## src/rtl/uart_tx_if.sv

```systemverilog
// Byte/strobe push port from the memory controller plus the serial line and FIFO status.
// The master side is the store-issuing core; the slave side is the transmitter.
interface uart_tx_if #(
    parameter int FIFO_DEPTH = 16
);
    localparam int LW = $clog2(FIFO_DEPTH) + 1;

    logic [7:0]    uart;
    logic          uart_we;
    logic          overflow_clr;
    logic          txd;
    logic          tx_busy;
    logic          fifo_full;
    logic [LW-1:0] fifo_level;
    logic          overflow;

    modport master (
        output uart, uart_we, overflow_clr,
        input  txd, tx_busy, fifo_full, fifo_level, overflow
    );

    modport slave (
        input  uart, uart_we, overflow_clr,
        output txd, tx_busy, fifo_full, fifo_level, overflow
    );
endinterface

```

## src/rtl/uart_tx_fifo.sv

```systemverilog
// Buffered 8N1 UART transmitter: strobed bytes enter a circular FIFO and drain through
// a bit-timing FSM onto txd.
//   state   | meaning
//   IDLE    | line high, waiting for a FIFO entry
//   START   | start bit (low) for CLKS_PER_BIT cycles
//   DATA    | eight data bits, LSB first
//   STOP    | stop bit (high); pops straight into START when more data is queued
module uart_tx_fifo #(
    parameter int CLKS_PER_BIT = 868,
    parameter int FIFO_DEPTH   = 16
) (
    input  logic     clk,
    input  logic     rst_n,
    uart_tx_if.slave bus
);
    localparam int AW = $clog2(FIFO_DEPTH);
    localparam int CW = AW + 1;
    localparam int BW = (CLKS_PER_BIT > 1) ? $clog2(CLKS_PER_BIT) : 1;
    localparam logic [BW-1:0] BAUD_LAST = BW'(CLKS_PER_BIT - 1);
    localparam logic [CW-1:0] DEPTH_C   = CW'(FIFO_DEPTH);

    typedef enum logic [1:0] {S_IDLE, S_START, S_DATA, S_STOP} state_t;

    state_t        state, state_nxt;
    logic [7:0]    mem [FIFO_DEPTH];
    logic [AW-1:0] wr_ptr, rd_ptr;
    logic [CW-1:0] count;
    logic [BW-1:0] baud_cnt;
    logic [2:0]    bit_idx;
    logic [7:0]    shift;
    logic          txd_q, txd_nxt;
    logic          overflow_q;
    logic          full, empty, push, drop, pop, shift_en, baud_done;

    // Full-ness is judged before the edge, so a same-cycle pop never rescues a push.
    assign full      = (count == DEPTH_C);
    assign empty     = (count == '0);
    assign push      = bus.uart_we & ~full;
    assign drop      = bus.uart_we & full;
    assign baud_done = (baud_cnt == BAUD_LAST);

    always_ff @(posedge clk or negedge rst_n) begin
        if (!rst_n) state <= S_IDLE;
        else        state <= state_nxt;
    end

    always_comb begin
        state_nxt = state;
        case (state)
            S_IDLE:  if (!empty)                      state_nxt = S_START;
            S_START: if (baud_done)                   state_nxt = S_DATA;
            S_DATA:  if (baud_done && bit_idx == 3'd7) state_nxt = S_STOP;
            S_STOP:  if (baud_done)                   state_nxt = empty ? S_IDLE : S_START;
            default:                                  state_nxt = S_IDLE;
        endcase
    end

    always_comb begin
        pop      = 1'b0;
        shift_en = 1'b0;
        txd_nxt  = 1'b1;
        case (state)
            S_IDLE:  pop = ~empty;
            S_START: txd_nxt = 1'b0;
            S_DATA: begin
                txd_nxt  = shift[0];
                shift_en = baud_done;
            end
            S_STOP:  pop = baud_done & ~empty;
            default: ;
        endcase
    end

    always_ff @(posedge clk) begin
        if (push) mem[wr_ptr] <= bus.uart;
    end

    always_ff @(posedge clk or negedge rst_n) begin
        if (!rst_n) begin
            wr_ptr     <= '0;
            rd_ptr     <= '0;
            count      <= '0;
            overflow_q <= 1'b0;
        end else begin
            if (push) wr_ptr <= wr_ptr + 1'b1;
            if (pop)  rd_ptr <= rd_ptr + 1'b1;
            case ({push, pop})
                2'b10:   count <= count + 1'b1;
                2'b01:   count <= count - 1'b1;
                default: count <= count;
            endcase
            if (drop)                  overflow_q <= 1'b1;
            else if (bus.overflow_clr) overflow_q <= 1'b0;
        end
    end

    // txd is a registered copy of the current state's line level, one cycle behind the FSM.
    always_ff @(posedge clk or negedge rst_n) begin
        if (!rst_n) begin
            baud_cnt <= '0;
            bit_idx  <= 3'd0;
            shift    <= 8'h00;
            txd_q    <= 1'b1;
        end else begin
            txd_q <= txd_nxt;
            if (pop || state == S_IDLE || baud_done) baud_cnt <= '0;
            else                                     baud_cnt <= baud_cnt + 1'b1;
            if (pop) begin
                shift   <= mem[rd_ptr];
                bit_idx <= 3'd0;
            end else if (shift_en) begin
                shift   <= {1'b0, shift[7:1]};
                bit_idx <= bit_idx + 1'b1;
            end
        end
    end

    assign bus.txd        = txd_q;
    assign bus.tx_busy    = (state != S_IDLE) | ~empty;
    assign bus.fifo_full  = full;
    assign bus.fifo_level = count;
    assign bus.overflow   = overflow_q;
endmodule

```

## src/flat_wrapper.sv

```systemverilog
// flat-port wrapper written by rule: the top's interface ports become plain ports
module uart_tx_fifo_flat 
#(
    parameter int CLKS_PER_BIT = 868,
    parameter int FIFO_DEPTH   = 16
)
  (clk, rst_n, bus_uart, bus_uart_we, bus_overflow_clr, bus_txd, bus_tx_busy, bus_fifo_full, bus_fifo_level, bus_overflow);
  uart_tx_if #(.FIFO_DEPTH(FIFO_DEPTH)) bus_i ();
  input  logic clk;
  input  logic rst_n;
  input wire logic [$bits(bus_i.uart)-1:0] bus_uart;
  input wire logic [$bits(bus_i.uart_we)-1:0] bus_uart_we;
  input wire logic [$bits(bus_i.overflow_clr)-1:0] bus_overflow_clr;
  output wire logic [$bits(bus_i.txd)-1:0] bus_txd;
  output wire logic [$bits(bus_i.tx_busy)-1:0] bus_tx_busy;
  output wire logic [$bits(bus_i.fifo_full)-1:0] bus_fifo_full;
  output wire logic [$bits(bus_i.fifo_level)-1:0] bus_fifo_level;
  output wire logic [$bits(bus_i.overflow)-1:0] bus_overflow;
  assign bus_i.uart = bus_uart;
  assign bus_i.uart_we = bus_uart_we;
  assign bus_i.overflow_clr = bus_overflow_clr;
  assign bus_txd = bus_i.txd;
  assign bus_tx_busy = bus_i.tx_busy;
  assign bus_fifo_full = bus_i.fifo_full;
  assign bus_fifo_level = bus_i.fifo_level;
  assign bus_overflow = bus_i.overflow;
  uart_tx_fifo #(.CLKS_PER_BIT(CLKS_PER_BIT), .FIFO_DEPTH(FIFO_DEPTH)) u_core (.clk(clk), .rst_n(rst_n), .bus(bus_i));
endmodule
```

## config.mk

```make
export PLATFORM = sky130hd
export DESIGN_NAME = uart_tx_fifo_flat
export DESIGN_NICKNAME = d
export VERILOG_FILES = /design/src/rtl/uart_tx_if.sv /design/src/rtl/uart_tx_fifo.sv /design/src/flat_wrapper.sv
export SDC_FILE = /design/constraint.sdc
export NUM_CORES = 1
export LEC_CHECK = 0
export CAP_MARGIN = 15
export CORE_MARGIN = 1.5
export CORE_UTILIZATION = 61
export DETAILED_ROUTE_END_ITERATION = 16
export GPL_ROUTABILITY_DRIVEN = 0
export PLACE_DENSITY = 0.79
export RECOVER_POWER = 100
export SYNTH_ARGS = -nofsm -noshare
export SYNTH_HDL_FRONTEND = slang
export SYNTH_SLANG_ARGS = --single-unit
```

## constraint.sdc

```tcl
create_clock -name clk -period 3.15 [get_ports clk]
set_input_delay 0.4725 -clock clk [delete_from_list [all_inputs] [get_ports clk]]
set_output_delay 0.4725 -clock clk [all_outputs]
set_load 0.02 [all_outputs]
```

==> flow_metrics.py <==
metrics = {
    "routing": {
        "detail_route.first_pass.iterations": 5,
        "vias": 3670,
        "drtAntennaViolNets": 0,
        "drcViolationCount": 0,
        "wl_microns": 12700,
        "drt-vias-per-instance": 6.04,
        "wl_per_cell_microns": 20.9,
        "drt_iter0_drc": 350,
    },
    "logic_synthesis": {
        "synth_edf_count": 128,
        "synth_flop_cell": "edfxtp_1",
        "synth.distinct_cells": 48,
        "async_flop_share_pct": 22.9,
        "syn_area_sq_mm": 0.00697,
        "synth_cells": 420,
        "syn_nets": 446,
        "ys_ff_latch": 166,
        "synthesis.area_per_instance_sq_um": 16.6,
        "ys_seq_area_share_pct": 68.8,
        "synth-warning-count": 0,
    },
    "sta": {
        "rsz0062_at_grt": "no",
        "hold_viol": 0,
        "setup_viol": 0,
        "period_minus_slack_ns": 2.91,
        "worst_slack_ns": 0.242,
        "worst_slew_margin_rel_pct": -33.3,
        "fin_crit_sh_pct": 92.3,
        "tightest_slew_ns": 2.00,
        "maxSlewViolCount": 39,
        "finalSetupTns_ns": 0,
        "final.setup_skew_ns": 0.00749,
        "whs_ns": 0.493,
        "clock.fmax_mhz": 344,
    },
    "worst_setup_path": {
        "crit_start": "u_core.bus.fifo_level[1]$_DFFE_PN0P_",
        "worstPathArrival_ns": 2.44,
        "critical_path_class": "reg -> out",
        "worstPathRequired_ns": 2.68,
        "cp-end-kind": "output port",
        "r2r-start": "u_core.baud_cnt[0]$_DFF_PN0_",
        "worstSetupStartpointType": "flop",
        "cp_max_fo": 9,
    },
    "outcome": {
        "status": "finished, violations left",
        "violations": "capacitance limit, slew limit",
    },
    "die": {
        "core_area_sq_mm": 0.0110,
        "die-height_microns": 110,
        "rows": 38,
        "io_pins": 21,
        "dieArea_sq_mm": 0.0121,
        "die_w_microns": 110,
        "initial_utilization_pct": 63.5,
    },
    "power_and_ir_drop": {
        "sw_frac_of_total_pct": 31.5,
        "powerDensity_mw_per_mm2": 921,
        "peakVddDrop_uv": 798,
        "p_switching_uw": 2300,
        "combPwrFrac_pct": 28.4,
        "clkPwrFrac_pct": 28.5,
        "internal_power_uw": 4990,
        "p_leak_uw": 0.00283,
        "total_power_uw": 7280,
        "pwr-share-seq_pct": 43.2,
    },
    "cells_and_area": {
        "postLayoutCoreUtil_pct": 72.0,
        "nFillCells": 669,
        "most-common-layout-cells": "edfxtp_1 (128), dfrtp_1 (36), nor2_1 (34)",
        "drive_gt1_share_pct": 16.7,
        "antenna_cells": 0,
        "area_delta_synth_final_pct": 13.4,
        "mostFrequentLayoutCell": "edfxtp_1",
        "nets": 482,
    },
    "place": {
        "pre_cts_ws_ns": 0.411,
        "dp.final_hpwl_microns": 8240,
        "io_buffers": 20,
    },
    "cts": {
        "cts_resized": 0,
        "clkLatencyLatePin_ns": 0.42,
        "htree_levels": 4,
        "clk_pin_slew_ns": 0.06,
        "cts_sinks": 166,
        "cts_hold_buf": 0,
        "cts_tree": "built",
        "cts_root_buf": "clkbuf_16",
        "postCtsSetupBuffers": 0,
        "cts_buffers": 17,
        "ctsLongestPathBuffers": 2,
    },
    "flow_run": {
        "maxCapViolations": 1,
    },
    "hold_path": {
        "min_from": "u_core.baud_cnt[0]$_DFF_PN0_",
        "hp-class": "reg -> reg",
    },
    "global_route": {
        "first_global_vias": 3766,
        "grt_max_degree": 39,
        "grt_usage_pct": 23.9,
        "antenna_found_initial": 0,
        "grt_first_pass_wirelength_microns": 20400,
        "overflow": 0,
    },
}
-- cells in the mapped netlist (all sizes together), types with 9 or more instances --
| library cell | instances | area share (%) |
|---|---|---|
| xnor2 | 9 | 1.1 |
| mux4 | 32 | 10 |
| buf | 14 | 1.4 |
| edfxtp | 128 | 55 |
| nor2 | 35 | 2.0 |
| o22ai | 12 | 1.1 |
| dfrtp | 37 | 13 |
| ha | 14 | 2.5 |
| inv | 10 | 0.54 |
| xor2 | 11 | 1.4 |
| mux2i | 12 | 1.7 |
| nand2 | 26 | 1.4 |
| o21ai | 12 | 0.86 |
-- layer usage --
layer	up-vias	GRT usage, %	wire, microns
met4	0	5.75	116
li1	1686	-	-
met5	-	0	0
met1	1874	32.2	5470
met3	11	7.23	651
met2	99	38.7	6480
-- critical path, cell delays in order (launching register included) --
cell and delay, ns:
dfrtp_1 0.48, or4_4 0.59, nor2_4 0.15, nand2_1 0.12, dlygate4sd3_1 0.68
-- cell type report --
| class | count | area (sq um) | area share [%] |
|---|---|---|---|
| clock buffers | 17 | 425 | 5.38 |
| clock inverters | 14 | 173 | 2.18 |
| inverters | 10 | 37.5 | 0.474 |
| multi-input cells | 223 | 2020 | 25.5 |
| flip-flops and latches | 166 | 4800 | 60.6 |
| well taps | 140 | 175 | 2.21 |
| repair buffers | 38 | 285 | 3.61 |
-- flip-flops by register name (all words and copies together) (netlist names) --
name,count
u_core.state,2
u_core.baud_cnt,10
u_core.rd_ptr,4
u_core.bus.fifo_level,5
u_core.bit_idx,3
u_core.wr_ptr,4
u_core.bus.txd,1
u_core.shift,8
u_core.mem,128
u_core.bus.overflow,1
-- power by group through the flow --
stage                     sequential [uW]  combinational, uW  clock (uW)
final                                3140               2070        2070
after global routing                 3190               2270        2200
after CTS                            3140               2130        2100
after detailed placement             3180               2100           0
after global placement               3150               2040           0
after floorplan                      2960               1720           0
-- final timing paths --
| check | endpoint | slack [ns] | cells after the start |
|---|---|---|---|
| min reg2reg | u_core.baud_cnt[0]$_DFF_PN0_ | 0.49 | 1 |
| max reg2reg | u_core.bus.fifo_level[4]$_DFFE_PN0P_ | 0.37 | 12 |
| max | bus_tx_busy | 0.24 | 4 |
| min in group asynchronous | u_core.baud_cnt[2]$_DFF_PN0_ | 0.62 | 1 |
| max in group asynchronous | u_core.rd_ptr[0]$_DFFE_PN0P_ | 1.23 | 1 |
| min | u_core.baud_cnt[0]$_DFF_PN0_ | 0.49 | 1 |
-- through the flow --
step                      std cells  area [sq um]
after global routing            608          7910
after floorplan                 420          6970
final                           608          7910
after CTS                       608          7970
after detailed placement        577          7370
after global placement          577          7370
-- cells by family after synthesis --
kind of cell | count (synthesis) | synth area share, %
mux | 48 | 12.7
compound gates | 41 | 3.93
xor+xnor | 20 | 2.51
buf+inv | 31 | 2.28
flops | 166 | 68.8
fa+ha+maj | 14 | 2.51
simple gates | 100 | 7.30
Power figures use the tool's default switching activity.
